==> src/rtl/spi_wo_arb.sv <==
// Two-requester frame arbiter and byte sequencer in front of the spi_wo byte engine.
// Optional stall timeout is compiled in by defining SPI_ARB_TIMEOUT_EN.
module spi_wo_arb #(
  parameter int unsigned TIMEOUT = 255
) (
  input  logic       clk_i,
  input  logic       rst_i,
  input  logic       req0_i,
  input  logic [7:0] data0_i,
  input  logic       last0_i,
  input  logic       req1_i,
  input  logic [7:0] data1_i,
  input  logic       last1_i,
  output logic       ack0_o,
  output logic       ack1_o,
  output logic [1:0] gnt_o,
  output logic       abort_o,
  output logic [7:0] spi_data_o,
  output logic       spi_start_o,
  input  logic       spi_busy_i
);

  if (TIMEOUT < 1 || TIMEOUT > 65535) begin : g_bad_timeout
    $error("spi_wo_arb: TIMEOUT must be within 1..65535");
  end

  typedef enum logic [1:0] {IDLE, LOAD, WAIT_HI, WAIT_LO} state_t;

  state_t     state_q, state_d;
  logic [1:0] gnt_q, gnt_d;
  logic       ack0_q, ack0_d;
  logic       ack1_q, ack1_d;
  logic       start_q, start_d;
  logic [7:0] data_q, data_d;
  logic       last_q, last_d;
  logic       prio_q, prio_d;

  // Index of the current owner; only meaningful while gnt_q is non-zero.
  logic       wsel;
  logic       req_w;
  logic       last_w;
  logic [7:0] data_w;

  assign wsel   = gnt_q[1];
  assign req_w  = wsel ? req1_i  : req0_i;
  assign last_w = wsel ? last1_i : last0_i;
  assign data_w = wsel ? data1_i : data0_i;

`ifdef SPI_ARB_TIMEOUT_EN
  localparam logic [15:0] TO_LIM = TIMEOUT[15:0];
  logic [15:0] cnt_q, cnt_d;
  logic        abort_q, abort_d;
  logic        stall_s;
`endif

  always_comb begin
    state_d = state_q;
    gnt_d   = gnt_q;
    ack0_d  = 1'b0;
    ack1_d  = 1'b0;
    start_d = 1'b0;
    data_d  = data_q;
    last_d  = last_q;
    prio_d  = prio_q;
    case (state_q)
      IDLE: begin
        if (req0_i && req1_i) begin
          gnt_d   = prio_q ? 2'b10 : 2'b01;
          state_d = LOAD;
        end else if (req0_i || req1_i) begin
          gnt_d   = {req1_i, req0_i};
          state_d = LOAD;
        end
      end
      LOAD: begin
        // Busy can still be high here after a reset abandoned a byte in flight.
        if (req_w && !spi_busy_i) begin
          data_d  = data_w;
          last_d  = last_w;
          start_d = 1'b1;
          ack0_d  = ~wsel;
          ack1_d  = wsel;
          state_d = WAIT_HI;
        end
      end
      WAIT_HI: begin
        if (spi_busy_i) state_d = WAIT_LO;
      end
      WAIT_LO: begin
        if (!spi_busy_i) begin
          if (last_q) begin
            gnt_d   = 2'b00;
            prio_d  = ~wsel;
            state_d = IDLE;
          end else begin
            state_d = LOAD;
          end
        end
      end
      default: state_d = IDLE;
    endcase
`ifdef SPI_ARB_TIMEOUT_EN
    abort_d = 1'b0;
    stall_s = ((state_q == LOAD) && !req_w) || ((state_q == WAIT_HI) && !spi_busy_i);
    if (stall_s && (cnt_q == TO_LIM - 16'd1)) begin
      abort_d = 1'b1;
      gnt_d   = 2'b00;
      prio_d  = ~wsel;
      state_d = IDLE;
    end
    if (state_d != state_q) cnt_d = 16'd0;
    else if (stall_s)       cnt_d = cnt_q + 16'd1;
    else                    cnt_d = cnt_q;
`endif
  end

  always_ff @(posedge clk_i) begin
    if (rst_i) begin
      state_q <= IDLE;
      gnt_q   <= 2'b00;
      ack0_q  <= 1'b0;
      ack1_q  <= 1'b0;
      start_q <= 1'b0;
      data_q  <= 8'h00;
      last_q  <= 1'b0;
      prio_q  <= 1'b0;
`ifdef SPI_ARB_TIMEOUT_EN
      cnt_q   <= 16'd0;
      abort_q <= 1'b0;
`endif
    end else begin
      state_q <= state_d;
      gnt_q   <= gnt_d;
      ack0_q  <= ack0_d;
      ack1_q  <= ack1_d;
      start_q <= start_d;
      data_q  <= data_d;
      last_q  <= last_d;
      prio_q  <= prio_d;
`ifdef SPI_ARB_TIMEOUT_EN
      cnt_q   <= cnt_d;
      abort_q <= abort_d;
`endif
    end
  end

  assign gnt_o       = gnt_q;
  assign ack0_o      = ack0_q;
  assign ack1_o      = ack1_q;
  assign spi_start_o = start_q;
  assign spi_data_o  = data_q;
`ifdef SPI_ARB_TIMEOUT_EN
  assign abort_o     = abort_q;
`else
  assign abort_o     = 1'b0;
`endif

endmodule

==> config.mk <==
export PLATFORM = sky130hd
export DESIGN_NAME = spi_wo_arb
export DESIGN_NICKNAME = d
export VERILOG_FILES = /design/src/rtl/spi_wo_arb.sv
export SDC_FILE = /design/constraint.sdc
export NUM_CORES = 1
export LEC_CHECK = 0
export ABC_AREA = 0
export BUFFER_PORTS_ARGS = -buffer_cell sky130_fd_sc_hd__buf_2
export CAP_MARGIN = 5
export CORE_ASPECT_RATIO = 1.25
export CORE_UTILIZATION = 41
export CTS_CLUSTER_DIAMETER = 150
export DETAILED_ROUTE_END_ITERATION = 8
export PLACE_DENSITY = 0.78
export REMOVE_ABC_BUFFERS = 1
export SYNTH_ARGS = -nofsm -noshare
export SYNTH_HDL_FRONTEND = slang
export SYNTH_SLANG_ARGS = --single-unit
==> constraint.sdc <==
create_clock -name clk_i -period 1.4 [get_ports clk_i]
set_input_delay 0 -clock clk_i [delete_from_list [all_inputs] [get_ports clk_i]]
set_output_delay 0 -clock clk_i [all_outputs]
set_load 0.02 [all_outputs]
# After elaboration in Yosys (flattened, before gate mapping)
# Cells that the tools add are included.
[word_totals]
reg_bits = 17
output_inout_bits = 14
elab_cells = 49
[classes]
n_eq_ne = 8
muxes = 17
bitwise = 4
reduce_logical = 12
[op_table]
columns = ["operator", "count"]
rows = [
  ["$mux W2", 10],
  ["$mux W8", 1],
  ["$ne A2 B2 Y1 const B", 4],
  ["$pmux W2 S4", 1],
  ["$reduce_and A4 Y1", 2],
  ["$eq A2 B2 Y1 const B", 2],
  ["$mux W1", 4],
  ["$not A1 Y1", 4],
  ["$pmux W2 S2", 1],
  ["$ne A3 B3 Y1 const B", 1],
  ["$reduce_and A3 Y1", 1],
  ["$reduce_or A3 Y1", 1],
  ["$eq A2 B1 Y1 const B", 1],
  ["$logic_and A1 B1 Y1", 2],
  ["$logic_not A2 Y1", 1],
  ["$reduce_and A2 Y1", 1],
  ["$reduce_bool A2 Y1", 1],
  ["$reduce_or A2 Y1", 1],
  ["$logic_not A1 Y1", 1],
  ["$logic_or A1 B1 Y1", 1],
]

# Depth between registers and ports, before layout
# Gate-level depths: netlist of run 1.
[logic_depth]
word_depth = 4
depth_mapped = 6

# Worst setup path before layout of run 1
# OpenSTA, ideal clock, no wires.
[synth_timing]
kind = "register to register"
startpoint = "register state_q[0]"
endpoint = "register state_q[0]"
setup_ns = 0.122
arrival_ns = 1.382
slack_ns = -0.104
path_stages_with_launch = 6
n_path_buf = 0
synth_period_minus_slack_ns = 1.504
cell_sequence = "dfxtp_1 inv_1 ha_1 nor3b_1 a211o_1 o311a_1"
[synth_between]
elab_chain_cells = 3
elab_cells_between_ends = 10
classes_between = "eq/ne (7); mux (1); reduce/logical (2)"
[synth_lines]
columns = ["element", "line", "source"]
rows = [
  ["from (decl)", "29", "state_t state_q, state_d;"],
  ["from (signal assigned)", "132", "state_q <= state_d;"],
  ["$eq A2 B1 Y1 (tied with other cells)", "65", "case (state_q)"],
  ["$ne A2 B2 Y1 (no line) / $ne A3 B3 Y1 (equally long branches)", "--", ""],
  ["$reduce_and A4 Y1 (no line)", "--", ""],
]
# Parallel ways exist; a longest one is shown, timed or not.
# A chain may end at the register's enable or synchronous reset.

# Final worst setup path of run 1
# Ends and elaborated chain as after synthesis.

==> results.cfg, run 1 <==
[routing]
via_count = 823
wl_per_cell_um = 12.9
vias_per_cell = 5.14
firstDrtPassIters = 4
drtIter0Drc = 11
ant_nets = 0
wirelength_mm = 2.06
drcViolationCount = 0

[synth]
synth_mux_area_share_pct = 13.5
yosys_warnings = 0
yosys.area.top_type = dfxtp_1
syn_avg_cell_area_um2 = 10.1
synth_cells = 88
synth.yosys.seq_area_share_pct = 38.4
yosys_register_bits = 17
syn_area_um2 = 887
ys_top_cells_by_area = dfxtp_1 38%, mux2i_1 14%, a211oi_2 13%
synth_fa_ha_area_share_pct = 5.64
yosys.area_share.simple_pct = 12.6
synth_compound_area_share_pct = 22.6
synth_top_area_share_pct = 38.4
synth_top_family_by_area = compound AO/OA/AOI/OAI gates
yosysUniqueCellTypes = 28
yosys.area_share.xor_xnor_pct = 0

[floorplan]
die_x_um = 43.6
fp-row-count = 18
dieArea_um2 = 2350
core_region_area_um2 = 2000
start_util_pct = 44.3
pin_count = 37
die_y_um = 54.0

[power_and_ir_drop]
power.leakage_nw = 0.619
vdd_drop_max_mv = 0.842
power_per_cell_area_nw_per_um2 = 1560

[place]
place_inst = 148
hpwl_mm = 1.44
placed_area_um2 = 1130
gp_congestion = 0.826
io_buffers = 35

[clock_network]
htreeDepth = 1
cts_tree = built
insertion_delay_ps = 290
path_clk_slew_ps = 110
postCtsHoldBufs = 0
cts.sink_count = 17
cts_root_buffer = clkbuf_4
numCtsBuffers = 3
clock_path_buffers = 2

[global_route]
track_usage_pct = 19.1
grt_pass1_wl_mm = 3.29
grt_max_degree = 15
antenna_found_initial = 0
grt_pass1_vias = 788
overflow = 0

[timing]
hold_violations = 0
fin_tns_setup_ps = -195
setup_viol = 2
setup_ws_ps = -125
finalCriticalPeriod_ps = 1530
fmax_mhz = 656
finalCritPeriodShare_pct = 109
finalMaxSlewViolations = 0
rsz0062_at_grt = true
finClkSkew_ps = 13.2

[setup_path]
critical_path_class = flip-flop to flip-flop
worstPathMaxFanout = 4
critPathLaunchType = flip-flop
cp-end-kind = flip-flop
critPathRequiredTime_ps = 1590
crit_arrival_ps = 1710

[layout]
final_cell_area_um2 = 1350
final_core_util_pct = 67.2
drive_above_1_share_pct = 59.3
diodes = 0
nNetsFinal = 168
area.growth.synth_to_final_pct = 51.9
fin_cells = 160

[hold_path]
hold_path_class = input port to flip-flop

[outcome]
violations = setup timing
status = finished with violations

[job]
max_cap_viol_count = 0
## layer usage
metal | part of all wire, % | GRT usage (%)
met4 | 0.39 | 7.81
met2 | 56 | 35.8
met1 | 40 | 20.9
met5 | 0 | 0
met3 | 3.9 | 3.36
## report_power, final
group          switching (mW)  internal [mW]  leakage (nW)
Clock                   0.157          0.106        0.0177
Sequential             0.0734          0.586         0.140
Combinational           0.562          0.616         0.462
Total                   0.792           1.31         0.619
## layout make-up
class	instances	area [um^2]
clock buffers	3	22.5
clock inverters	1	5.00
fillers	151	657
inverters	6	30.0
multi-input cells	59	584
flip-flops and latches	17	348
well taps	20	25.0
repair buffers	54	333
## worst max-delay path, stage by stage (launching register included)
cell,delay [ps]
dfxtp_4,390
inv_6,50
ha_4,150
nor3b_4,140
a211o_1,320
o311a_1,360
## path summary, 6_finish.rpt
kind,from,end,slack [ps],cells past startpoint
max,state_q[0],state_q[0],-130,5
min,data0_i[2],spi_data_o[2],60,3
max reg2reg,state_q[0],state_q[0],-130,5
min reg2reg,gnt_o[0],gnt_o[0],510,2
## cell usage in the layout, fill, tap and decap left out, types with 2 or more instances in the layout
master     n
mux2i_1   12
dfxtp_4    2
clkbuf_4   3
inv_1      4
nor2_2     2
a21oi_1    2
buf_4     15
nor3b_4    2
buf_6      4
dfxtp_1   15
buf_2     35
ha_4       4
a211oi_2   9
nor2_1    11
## Yosys cell counts, drive strengths merged
| cell | instances |
|---|---|
| a21oi | 3 |
| buf | 6 |
| o41ai | 1 |
| a211oi | 10 |
| nand3b | 1 |
| o211a | 1 |
| and3 | 1 |
| a211o | 1 |
| o211ai | 1 |
| conb | 1 |
| dfxtp | 17 |
| and2 | 1 |
| nor2b | 1 |
| o31ai | 1 |
| nor3b | 2 |
| nand2b | 1 |
| mux2i | 12 |
| inv | 6 |
| o311a | 1 |
| o21ai | 1 |
| nor2 | 13 |
| and2b | 1 |
| o21a | 1 |
| ha | 4 |
## sequential cells by signal (all words and copies together), names as in the netlist
signal / cells
ack0_o: 1
ack1_o: 1
gnt_o: 2
last_q: 1
prio_q: 1
spi_data_o: 8
spi_start_o: 1
state_q: 2
## logic make-up (layout without fill, tap and decap cells)
logic type	after synthesis	in the layout
AO/OA/AOI/OAI	21	21
multiplexers	12	12
buffers and inverters	12	64
AND/OR/NAND/NOR	21	21
flip-flops	17	17
adder cells (fa/ha/maj)	4	4
other	1	1
## stage by stage
step                      hold WS (ps)  worst slack (ps)  power [mW]
final                             56.6              -125        2.10
after global routing              70.3              -172        2.25
after CTS                         57.0              -135        1.95
after detailed placement           384              -206        1.48
after global placement             372             -98.3        1.42
after floorplan                   64.6              -888        1.14
## what timing repair did
item,in CTS,in global routing
pin swaps,8,8
setup endpoints to repair,14,15
setup buffers,4,3
hold endpoints to repair,0,0
gates resized for setup,22,10
cloned,1,0
No activity file was read; power rests on OpenSTA's default activity.
==> run 2, diff against run 1 <==
Settings changed: CORE_UTILIZATION 41 to 46, PLACE_DENSITY 0.78 to 0.82.
Clock period 1.4 ns to 1.74 ns, I/O delays scaled along.
==> results.cfg, run 2 (synthesis gave the netlist of run 1 again) <==
[floorplan]
die_x_um = 41.3
pin_count = 37
dieArea_um2 = 2110
die_y_um = 51.1
fp-row-count = 17
start_util_pct = 49.6
core_region_area_um2 = 1790

[clock_network]
clock_path_buffers = 2
numCtsBuffers = 3
postCtsHoldBufs = 0
cts_tree = built
cts-resized-gates = 0
cts_root_buffer = clkbuf_4
cts_setup_buffers = 0
insertion_delay_ps = 290
htreeDepth = 1
cts.sink_count = 17
path_clk_slew_ps = 100

[outcome]
status = finished, final reports clean

[layout]
seqCellArea_um2 = 340
final_cell_mix = 35 x buf_2, 17 x dfxtp_1, 13 x nor2_1
final_cell_area_um2 = 1100
fin_cells = 143
diodes = 0
multi_input_area_um2 = 485
layout_commonest_cell = buf_2
fillers = 169
area.growth.synth_to_final_pct = 23.7
largest_register_ff_count = 8
nNetsFinal = 152
drive_above_1_share_pct = 42.7

[global_route]
overflow = 0
antenna_found_initial = 0
track_usage_pct = 22.0
grt_pass1_vias = 743
grt_max_degree = 15
grt_pass1_wl_mm = 3.15

[place]
place_inst = 139
gp_congestion = 0.699
io_buffers = 35
placed_area_um2 = 1070
hpwl_mm = 1.41

[timing]
setup_viol = 0
finalCriticalPeriod_ps = 1660
finalCritPeriodShare_pct = 95.4
finClkSkew_ps = 5.47
finalMaxSlewViolations = 0
rsz0062_at_grt = false
hold_violations = 0
fmax_mhz = 602

[power_and_ir_drop]
power_per_cell_area_nw_per_um2 = 1180
vdd_drop_max_mv = 0.653
power.leakage_nw = 0.513

[setup_path]
critPathRequiredTime_ps = 1930
critPathLaunchType = flip-flop
worstPathMaxFanout = 5
critical_path_class = flip-flop to flip-flop
cp-end-kind = flip-flop
crit_arrival_ps = 1850

[routing]
ant_nets = 0
via_count = 755
drcViolationCount = 0
wirelength_mm = 1.84
wl_per_cell_um = 12.9
vias_per_cell = 5.28
firstDrtPassIters = 3
drtIter0Drc = 2

[hold_path]
hold_path_class = input port to flip-flop

[job]
max_cap_viol_count = 0
[run 2: per-stage QoR]
step	util, %	setup slack [ps]	total power, mW	TNS, ps	hold slack (ps)
after floorplan	-	-548	0.918	-5950	64.6
after global placement	59.9	208	1.05	0	375
after detailed placement	59.9	124	1.08	0	380
after CTS	61.4	108	1.30	0	59.0
after global routing	61.4	35.9	1.39	0	58.8
final	61.4	80.2	1.29	0	62.2
[run 2: area by class of cell]
cell class / count / share of cell area (%)
Inverter: 6 / 2.05
Clock buffer: 3 / 2.05
Timing Repair Buffer: 38 / 18.0
Sequential cell: 17 / 31.0
Tap cell: 19 / 2.17
Clock inverter: 1 / 0.456
Multi-Input combinational cell: 59 / 44.2
[run 2: worst paths after layout]
path	start	endpoint	slack, ps	cells past startpoint
worst max-delay path	state_q[1]	state_q[0]	80	5
worst max register to register	state_q[1]	state_q[0]	80	5
worst min-delay path	data0_i[3]	spi_data_o[3]	60	3
worst min register to register	gnt_o[0]	gnt_o[0]	500	2
[run 2: routing by layer]
| metal | vias to the layer above | GRT usage (%) | wire [um] |
|---|---|---|---|
| met3 | 4 | 3.91 | 46 |
| met4 | 0 | 10.2 | 27 |
| met5 | - | 0 | 0 |
| met1 | 356 | 26.0 | 768 |
| li1 | 378 | - | - |
| met2 | 17 | 36.2 | 997 |
[run 2: worst max-delay path, stage by stage, from the launching register on]
cell     delay, ps
dfxtp_1        440
inv_1           90
ha_1           210
nor3b_1        150
a211o_1        310
o311a_1        340
[run 2: report_power, final]
part | internal (mW) | total (mW) | switching [mW]
Combinational | 0.250 | 0.571 | 0.321
Clock | 0.0856 | 0.215 | 0.130
Sequential | 0.458 | 0.508 | 0.0503
Total | 0.793 | 1.29 | 0.501
